File: src/rtl/loader_pkg.sv
// Shared types and constants for the program loader.
package loader_pkg;

  // Loader sequencing states; ST_CSUM is only reachable with LOADER_CHECKSUM_EN.
  typedef enum logic [2:0] {
    ST_IDLE,
    ST_HDR,
    ST_DATA,
    ST_CSUM,
    ST_DRAIN,
    ST_END,
    ST_DONE
  } loader_state_t;

  localparam int unsigned HDR_BYTES  = 4;
  localparam int unsigned WORD_BYTES = 4;

endpackage

File: src/rtl/byte_word_assembler.sv
// Shifts received bytes MSB-first into a 32-bit word and flags the byte
// that completes each word. The completed word is presented combinationally
// in the same cycle as its last byte.
module byte_word_assembler
  import loader_pkg::*;
(
  input  logic        i_clk,
  input  logic        i_rst,
  input  logic        i_byte_valid,
  input  logic [7:0]  i_byte,
  output logic [31:0] o_word,
  output logic        o_word_done
);

  localparam logic [1:0] LAST_IDX = 2'(WORD_BYTES - 1);

  logic [23:0] r_shift;
  logic [1:0]  r_idx;

  // Shift register and byte index; index wraps after the last byte of a word.
  always_ff @(posedge i_clk) begin
    if (i_rst) begin
      r_shift <= '0;
      r_idx   <= '0;
    end else if (i_byte_valid) begin
      r_shift <= {r_shift[15:0], i_byte};
      r_idx   <= (r_idx == LAST_IDX) ? '0 : r_idx + 2'd1;
    end
  end

  assign o_word      = {r_shift, i_byte};
  assign o_word_done = i_byte_valid && (r_idx == LAST_IDX);

endmodule

File: src/rtl/program_loader_ctrl.sv
// Program loader controller: turns a UART byte stream (header N, then N
// big-endian words) into fetch-stage loader events with a minimum gap
// between start, each toggle of input_valid, and end.
// Optional feature macro: LOADER_CHECKSUM_EN (4-byte sum trailer check).
module program_loader_ctrl
  import loader_pkg::*;
#(
  parameter int unsigned INST_MEM_WIDTH = 2,
  parameter int unsigned TOGGLE_GAP     = 4
) (
  input  logic                    CLK,
  input  logic                    reset,
  input  logic [7:0]              rx_data,
  input  logic                    rx_valid,
  output logic [31:0]             input_data,
  output logic                    input_valid,
  output logic                    input_start,
  output logic                    input_end,
  output logic                    busy,
  output logic                    done,
  output logic [INST_MEM_WIDTH:0] words_loaded,
  output logic                    size_err,
  output logic                    overrun_err,
  output logic                    checksum_err
);

  localparam logic [32:0]             CAPACITY = 33'd1 << INST_MEM_WIDTH;
  localparam logic [3:0]              GAP_LOAD = 4'(TOGGLE_GAP);
  localparam logic [INST_MEM_WIDTH:0] ONE_W    = (INST_MEM_WIDTH + 1)'(1);

  loader_state_t r_state;
  loader_state_t w_next;

  logic [3:0]              r_gap;
  logic [31:0]             r_n;
  logic [31:0]             r_rx_cnt;
  logic [31:0]             r_buf;
  logic                    r_buf_full;
  logic [31:0]             r_data;
  logic                    r_valid;
  logic                    r_start;
  logic [INST_MEM_WIDTH:0] r_words;
  logic                    r_size_err;
  logic                    r_ovr_err;

  logic [31:0] w_word;
  logic        w_word_done;
  logic        w_accept;
  logic        w_emit;
  logic        w_data_word;
  logic        w_last_word;
  logic        w_emittable;
  logic        w_gap_load;
  logic        w_to_end;

  assign w_accept = rx_valid && ((r_state == ST_IDLE) || (r_state == ST_HDR) ||
                                 (r_state == ST_DATA) || (r_state == ST_CSUM));

  byte_word_assembler u_asm (
    .i_clk        (CLK),
    .i_rst        (reset),
    .i_byte_valid (w_accept),
    .i_byte       (rx_data),
    .o_word       (w_word),
    .o_word_done  (w_word_done)
  );

  assign w_emit      = r_buf_full && (r_gap == '0);
  assign w_data_word = w_word_done && (r_state == ST_DATA);
  assign w_last_word = w_data_word && ((r_rx_cnt + 32'd1) == r_n);
  assign w_emittable = ({1'b0, r_rx_cnt} < CAPACITY);
  assign w_to_end    = (r_state == ST_DRAIN) && !r_buf_full && (r_gap == '0);
  assign w_gap_load  = ((r_state == ST_IDLE) && rx_valid) || w_emit || w_to_end;

  // State register.
  always_ff @(posedge CLK) begin
    if (reset) r_state <= ST_IDLE;
    else       r_state <= w_next;
  end

  // Next-state logic and state-decoded outputs.
  always_comb begin
    w_next    = r_state;
    busy      = 1'b0;
    done      = 1'b0;
    input_end = 1'b0;
    unique case (r_state)
      ST_IDLE: begin
        if (rx_valid) w_next = ST_HDR;
      end
      ST_HDR: begin
        busy = 1'b1;
        if (w_word_done) w_next = (w_word == '0) ? ST_DRAIN : ST_DATA;
      end
      ST_DATA: begin
        busy = 1'b1;
`ifdef LOADER_CHECKSUM_EN
        if (w_last_word) w_next = ST_CSUM;
`else
        if (w_last_word) w_next = ST_DRAIN;
`endif
      end
      ST_CSUM: begin
        busy = 1'b1;
        if (w_word_done) w_next = ST_DRAIN;
      end
      ST_DRAIN: begin
        busy = 1'b1;
        if (w_to_end) w_next = ST_END;
      end
      ST_END: begin
        input_end = 1'b1;
        w_next    = ST_DONE;
      end
      ST_DONE: begin
        done = 1'b1;
      end
      default: w_next = ST_IDLE;
    endcase
  end

  // Gap counter: reloads on every loader event, otherwise counts down to 0.
  always_ff @(posedge CLK) begin
    if (reset)           r_gap <= '0;
    else if (w_gap_load) r_gap <= GAP_LOAD;
    else if (r_gap != '0) r_gap <= r_gap - 4'd1;
  end

  // Start pulse follows the first accepted byte by one cycle.
  always_ff @(posedge CLK) begin
    if (reset) r_start <= 1'b0;
    else       r_start <= (r_state == ST_IDLE) && rx_valid;
  end

  // Header capture, received-word counter and capacity check.
  always_ff @(posedge CLK) begin
    if (reset) begin
      r_n        <= '0;
      r_rx_cnt   <= '0;
      r_size_err <= 1'b0;
    end else begin
      if ((r_state == ST_HDR) && w_word_done) begin
        r_n <= w_word;
        if ({1'b0, w_word} > CAPACITY) r_size_err <= 1'b1;
      end
      if (w_data_word) r_rx_cnt <= r_rx_cnt + 32'd1;
    end
  end

  // Pending buffer: a completed word may refill it in the same cycle it is
  // emitted; a completion against a full, non-emitting buffer is dropped.
  always_ff @(posedge CLK) begin
    if (reset) begin
      r_buf      <= '0;
      r_buf_full <= 1'b0;
      r_ovr_err  <= 1'b0;
    end else begin
      if (w_data_word && w_emittable && (!r_buf_full || w_emit)) begin
        r_buf      <= w_word;
        r_buf_full <= 1'b1;
      end else if (w_emit) begin
        r_buf_full <= 1'b0;
      end
      if (w_data_word && w_emittable && r_buf_full && !w_emit) r_ovr_err <= 1'b1;
    end
  end

  // Loader word delivery: data, toggle and delivered-word count.
  always_ff @(posedge CLK) begin
    if (reset) begin
      r_data  <= '0;
      r_valid <= 1'b0;
      r_words <= '0;
    end else if (w_emit) begin
      r_data  <= r_buf;
      r_valid <= ~r_valid;
      r_words <= r_words + ONE_W;
    end
  end

`ifdef LOADER_CHECKSUM_EN
  logic [31:0] r_sum;
  logic        r_csum_err;

  // Running mod-2^32 sum of every data word, compared against the trailer.
  always_ff @(posedge CLK) begin
    if (reset) begin
      r_sum      <= '0;
      r_csum_err <= 1'b0;
    end else begin
      if (w_data_word) r_sum <= r_sum + w_word;
      if ((r_state == ST_CSUM) && w_word_done && (w_word != r_sum)) r_csum_err <= 1'b1;
    end
  end

  assign checksum_err = r_csum_err;
`else
  assign checksum_err = 1'b0;
`endif

  assign input_data   = r_data;
  assign input_valid  = r_valid;
  assign input_start  = r_start;
  assign words_loaded = r_words;
  assign size_err     = r_size_err;
  assign overrun_err  = r_ovr_err;

endmodule

File: config.mk
export PLATFORM = sky130hd
export DESIGN_NAME = program_loader_ctrl
export DESIGN_NICKNAME = d
export VERILOG_FILES = /design/src/rtl/loader_pkg.sv /design/src/rtl/byte_word_assembler.sv /design/src/rtl/program_loader_ctrl.sv
export SDC_FILE = /design/constraint.sdc
export NUM_CORES = 1
export LEC_CHECK = 0
export ABC_AREA = 1
export BUFFER_PORTS_ARGS = -buffer_cell sky130_fd_sc_hd__buf_2
export CORE_ASPECT_RATIO = 0.75
export CORE_MARGIN = 4
export CORE_UTILIZATION = 45
export CTS_CLUSTER_SIZE = 30
export DETAILED_ROUTE_END_ITERATION = 10
export PLACE_DENSITY = 0.67
export SLEW_MARGIN = 20
export SYNTH_ARGS = -nofsm -noshare
export SYNTH_HDL_FRONTEND = slang
export SYNTH_HIERARCHICAL = 1
export SYNTH_SLANG_ARGS = --single-unit
File: constraint.sdc
create_clock -name CLK -period 3.65 [get_ports CLK]
set_input_delay 0.73 -clock CLK [delete_from_list [all_inputs] [get_ports CLK]]
set_output_delay 0.73 -clock CLK [all_outputs]
set_load 0.005 [all_outputs]
==> results by stage <==
Logic synthesis:
- The number of nets in the synthesized netlist is about 1,200.
- The proportion of synthesized chip area in sequential cells is 41.45%.
- Yosys mapped a number of flops with a built-in enable equal to 0.
- The async set-or-reset flop fraction in the synthesized netlist is 0%.
- The number of different library cells used by synthesis comes to 37.
- The count of synthesis-stage warnings from yosys is 6.
- The synthesized area per cell is 6.791 um^2.
- The area share of the largest cell type after synthesis is 41.45%.
- In the synthesized netlist, the number of instances is 1,202.
- The predominant post-synthesis flop cell is sky130_fd_sc_hd__dfxtp_1.
- By area the synthesized netlist is led by sky130_fd_sc_hd__dfxtp_1 41%, sky130_fd_sc_hd__nand2_1 12%, sky130_fd_sc_hd__nor2_1 8.4%, sky130_fd_sc_hd__a21oi_1 7.2%, sky130_fd_sc_hd__o21ai_0 6.5%.
- The cell type contributing the most total cell area after synthesis is sky130_fd_sc_hd__dfxtp_1.
- Synthesis inferred ~170 register bits.
- The netlist area before placement is just over 8000 um^2.

Power:
- Total power for the finished layout comes to 4.623 mW.
- The register share of total power is between 40 and 50%.
- For this design the ratio of total power to cell area is slightly above 500 nW/um^2.
- Net switching is ~30% of the power.
- The internal power summed over all cells is 3.252 mW.
- The leakage power summed over all cells is 3.865 nW.
- The power spent charging and discharging nets is around 1.4 mW.
- The maximum VDD drop is 278.6 uV.
- The part of the power in the clock network is between 40% and 50%.
- The share of total power in combinational logic is between 10% and 20%.

Timing:
- Hold timing on the final database bottoms out at a slack of between 400 and 500 ps.
- For the pin with the worst max-slew slack, the measured transition is 995.3 ps.
- Setup repair after global routing left no endpoint under its margin.
- The hold violation count in the final report is 0.
- The period utilization is 68.94%.
- The final number of max-transition violations is 0.
- The routed design could run at a clock period as short as 2516 ps.
- The worst clock skew is 9.520 ps.
- Setup violations remaining at the end of the flow were counted as 0.
- Adding up every negative setup slack in the final design gives 0 ps.
- For this run, the top clock speed supported by timing is 397.4 MHz.
- The headroom to the max-slew limit is between 30% and 40%.

Routing:
- In this run, the number of DRC markers left after iteration 0 of detailed routing was 749.
- The number of detailed-routing iterations run before antenna repair is 5.
- The number of vias per cell is 5.247.
- The routed via count is around 7,700.
- The routed design has 22,030 um of wire.
- The post-route DRC violation count is 0.
- Once detail routing completed, the nets flagged for antenna violations numbered 0.
- The routed length per instance is 14.94 um.

Run:
- The tool flagged a number of max-cap violations equal to 0.

Die:
- The core region is 17,710 um^2.
- The die is between 150 and 200 um wide.
- From bottom edge to top edge, the die measures 124.6 um.
- The initial core utilization is around 46%.
- The die covers just over 20,000 um^2.
- The floorplan has 42 rows.
- During I/O placement, the number of pins put on the boundary was 54.

Clock tree:
- The H-tree was split into 4 levels.
- The buffer count from post-CTS setup fixing is 0.
- After clock tree synthesis, the clock-pin slew on the worst setup and hold paths is 70 ps.
- The sink count of the clock tree is between 150 and 200.
- The longest clock path from root to sink contains 2 buffers.
- The TritonCTS clock tree is done.
- The clock reaches the later pin of the worst-skew pair after between 400 and 500 ps.
- The number of hold buffers added after CTS was 0.
- Gates resized during post-CTS repair numbered 0.
- The number of CTS-inserted buffers is 17.
- The tree is rooted in a sky130_fd_sc_hd__clkbuf_16.

Place:
- The number of buffers added on ports is 52.
- After detailed placement, the design holds a cell count of around 1,400.
- The routability congestion estimate is 0.8968.
- The wire-length estimate of the detail-placed layout is 15,870 um.

Hold path:
- In this run the worst hold path is classified as register to register.

GRT:
- Entering global routing, the biggest net connects 57 pins.
- The initial antenna violation count was 0.
- The number of global-route vias before repair is just over 7,000.
- The total global routing overflow is 0.
- The total routing usage reported by global routing is 21.87%.
- The first global-routing pass estimated 36,100 um of wire.

Worst setup path:
- The category of the worst setup path capture point is a register.
- Of all nets on the critical path, the largest fanout is 32.
- The critical path data required time is about 4000 ps.
- The kind of start point of the critical path is a register.
- The data arrival time of the worst path is 2830 ps.
- The kind of critical path is register to register.
- The internal reg-to-reg setup slack is 1130 ps.

Final layout:
- Counting the fill cells in the layout gives 1,783.
- The antenna diode instance count is 0.
- The area taken by flip-flops and latches is 3383 um^2.
- The final cell count without fillers is approximately 1,500.
- Relative to the synthesized area, the layout overhead comes to 11.53%.
- The multi-input combinational cells in the finished layout cover a total of 4043 um^2.
- For this run, the post-layout net count is 1,237.
- Measured on the finished design, the core utilization comes to 51.41%.
- Cells with a size suffix above 1 make up 11.92% of the layout.

Outcome:
- The flow ran to the end, and the final reports show no timing, DRC or antenna violations.
[state kept, by name (all words and copies together) (netlist names)]
signal,count
r_rx_cnt,32
input_start,1
u_asm/r_idx,2
input_data,32
r_gap,4
r_buf,32
input_valid,1
r_buf_full,1
r_state,3
r_n,32
u_asm/r_shift,24
overrun_err,1
words_loaded,3
size_err,1
[power by group through the flow]
stage | combinational (mW) | sequential [mW] | clock [mW]
after floorplan | 0.581 | 2.05 | 0
after global placement | 0.688 | 2.10 | 0
after detailed placement | 0.698 | 2.10 | 0
after CTS | 0.706 | 2.06 | 1.87
after global routing | 0.815 | 2.07 | 1.96
final | 0.707 | 2.06 | 1.85
[Yosys cell counts (2+ instances only)]
cell type	instances
sky130_fd_sc_hd__nor3_1	2
sky130_fd_sc_hd__a21oi_1	117
sky130_fd_sc_hd__nand3_1	96
sky130_fd_sc_hd__buf_4	9
sky130_fd_sc_hd__or2_2	2
sky130_fd_sc_hd__nor4_1	8
sky130_fd_sc_hd__o211ai_1	9
sky130_fd_sc_hd__dfxtp_1	169
sky130_fd_sc_hd__nor2_2	25
sky130_fd_sc_hd__o21ai_1	14
sky130_fd_sc_hd__o21ai_0	106
sky130_fd_sc_hd__nand4_1	6
sky130_fd_sc_hd__a21oi_2	2
sky130_fd_sc_hd__clkbuf_1	39
sky130_fd_sc_hd__nor2_1	183
sky130_fd_sc_hd__buf_12	2
sky130_fd_sc_hd__nand2_1	251
sky130_fd_sc_hd__inv_2	3
sky130_fd_sc_hd__buf_1	5
sky130_fd_sc_hd__inv_1	105
sky130_fd_sc_hd__nand3b_1	10
sky130_fd_sc_hd__nand2_4	2
sky130_fd_sc_hd__nor2_4	6
sky130_fd_sc_hd__ha_1	4
sky130_fd_sc_hd__buf_2	6
sky130_fd_sc_hd__buf_6	2
sky130_fd_sc_hd__nand2_2	6
sky130_fd_sc_hd__xor2_1	4
[stage by stage]
stage	instance area (um^2)	worst slack (ps)
floorplan	8163	1054
global placement	8508	1040
detailed placement	8508	911.5
CTS	9104	1140
global route	9104	808.9
finish	9104	1134
[area by class of cell]
class | instances | share of cell area (%)
multi-input combinational | 861 | 44.41
sequential | 169 | 37.16
clock buffer | 17 | 4.673
inverter | 109 | 4.577
timing repair buffer | 64 | 3.986
tap | 242 | 3.326
clock inverter | 13 | 1.869
[path summary, 6_finish.rpt]
check	start	end	depth (start not counted)
worst max register to register	r_gap[0]	r_buf[17]	9
worst min-delay path	input_data[27]	input_data[27]	2
worst max-delay path	r_gap[0]	r_buf[17]	9
worst min register to register	input_data[27]	input_data[27]	2
[routing by layer]
layer  global-route usage (%)  wire (um)  vias to the layer above
met4                    5.572        240                        0
li1                         -          -                     3928
met5                        0          0                        -
met3                    4.929       1614                       18
met2                    31.02       9277                      217
met1                    33.32      10900                     3577
[worst max-delay path, stage by stage (launching register included)]
cell and delay (ps):
sky130_fd_sc_hd__dfxtp_1 320, sky130_fd_sc_hd__inv_1 100, sky130_fd_sc_hd__ha_1 170, sky130_fd_sc_hd__nand2_1 80, sky130_fd_sc_hd__nor2_2 360, sky130_fd_sc_hd__inv_1 170, sky130_fd_sc_hd__nand2_1 360, sky130_fd_sc_hd__nand2_2 420
sky130_fd_sc_hd__o21ai_0 340, sky130_fd_sc_hd__nor2_1 60
[placed cells by master, fill, tap and decap left out, drive strengths merged, types with 6 or more instances in the layout]
cell	count
nand3	97
a21oi	119
inv	113
dfxtp	169
nand4	6
nand2	259
nand3b	10
nor4	9
nor2	215
buf	64
clkbuf	17
o211ai	9
o21ai	120
[cell families (layout without fill, tap and decap cells)]
family	after synthesis	count (layout)	synth area share (%)
xor gates and xnor gates	6	6	0.8277
buffers and inverters	172	203	9.089
DFF	169	169	41.45
AOI/OAI and AO/OA	250	250	15.76
and+or+nand+nor	600	600	32.22
adders and majority gates	4	4	0.6131
other	1	1	0.04594
No activity file was read; power rests on OpenSTA's default activity.
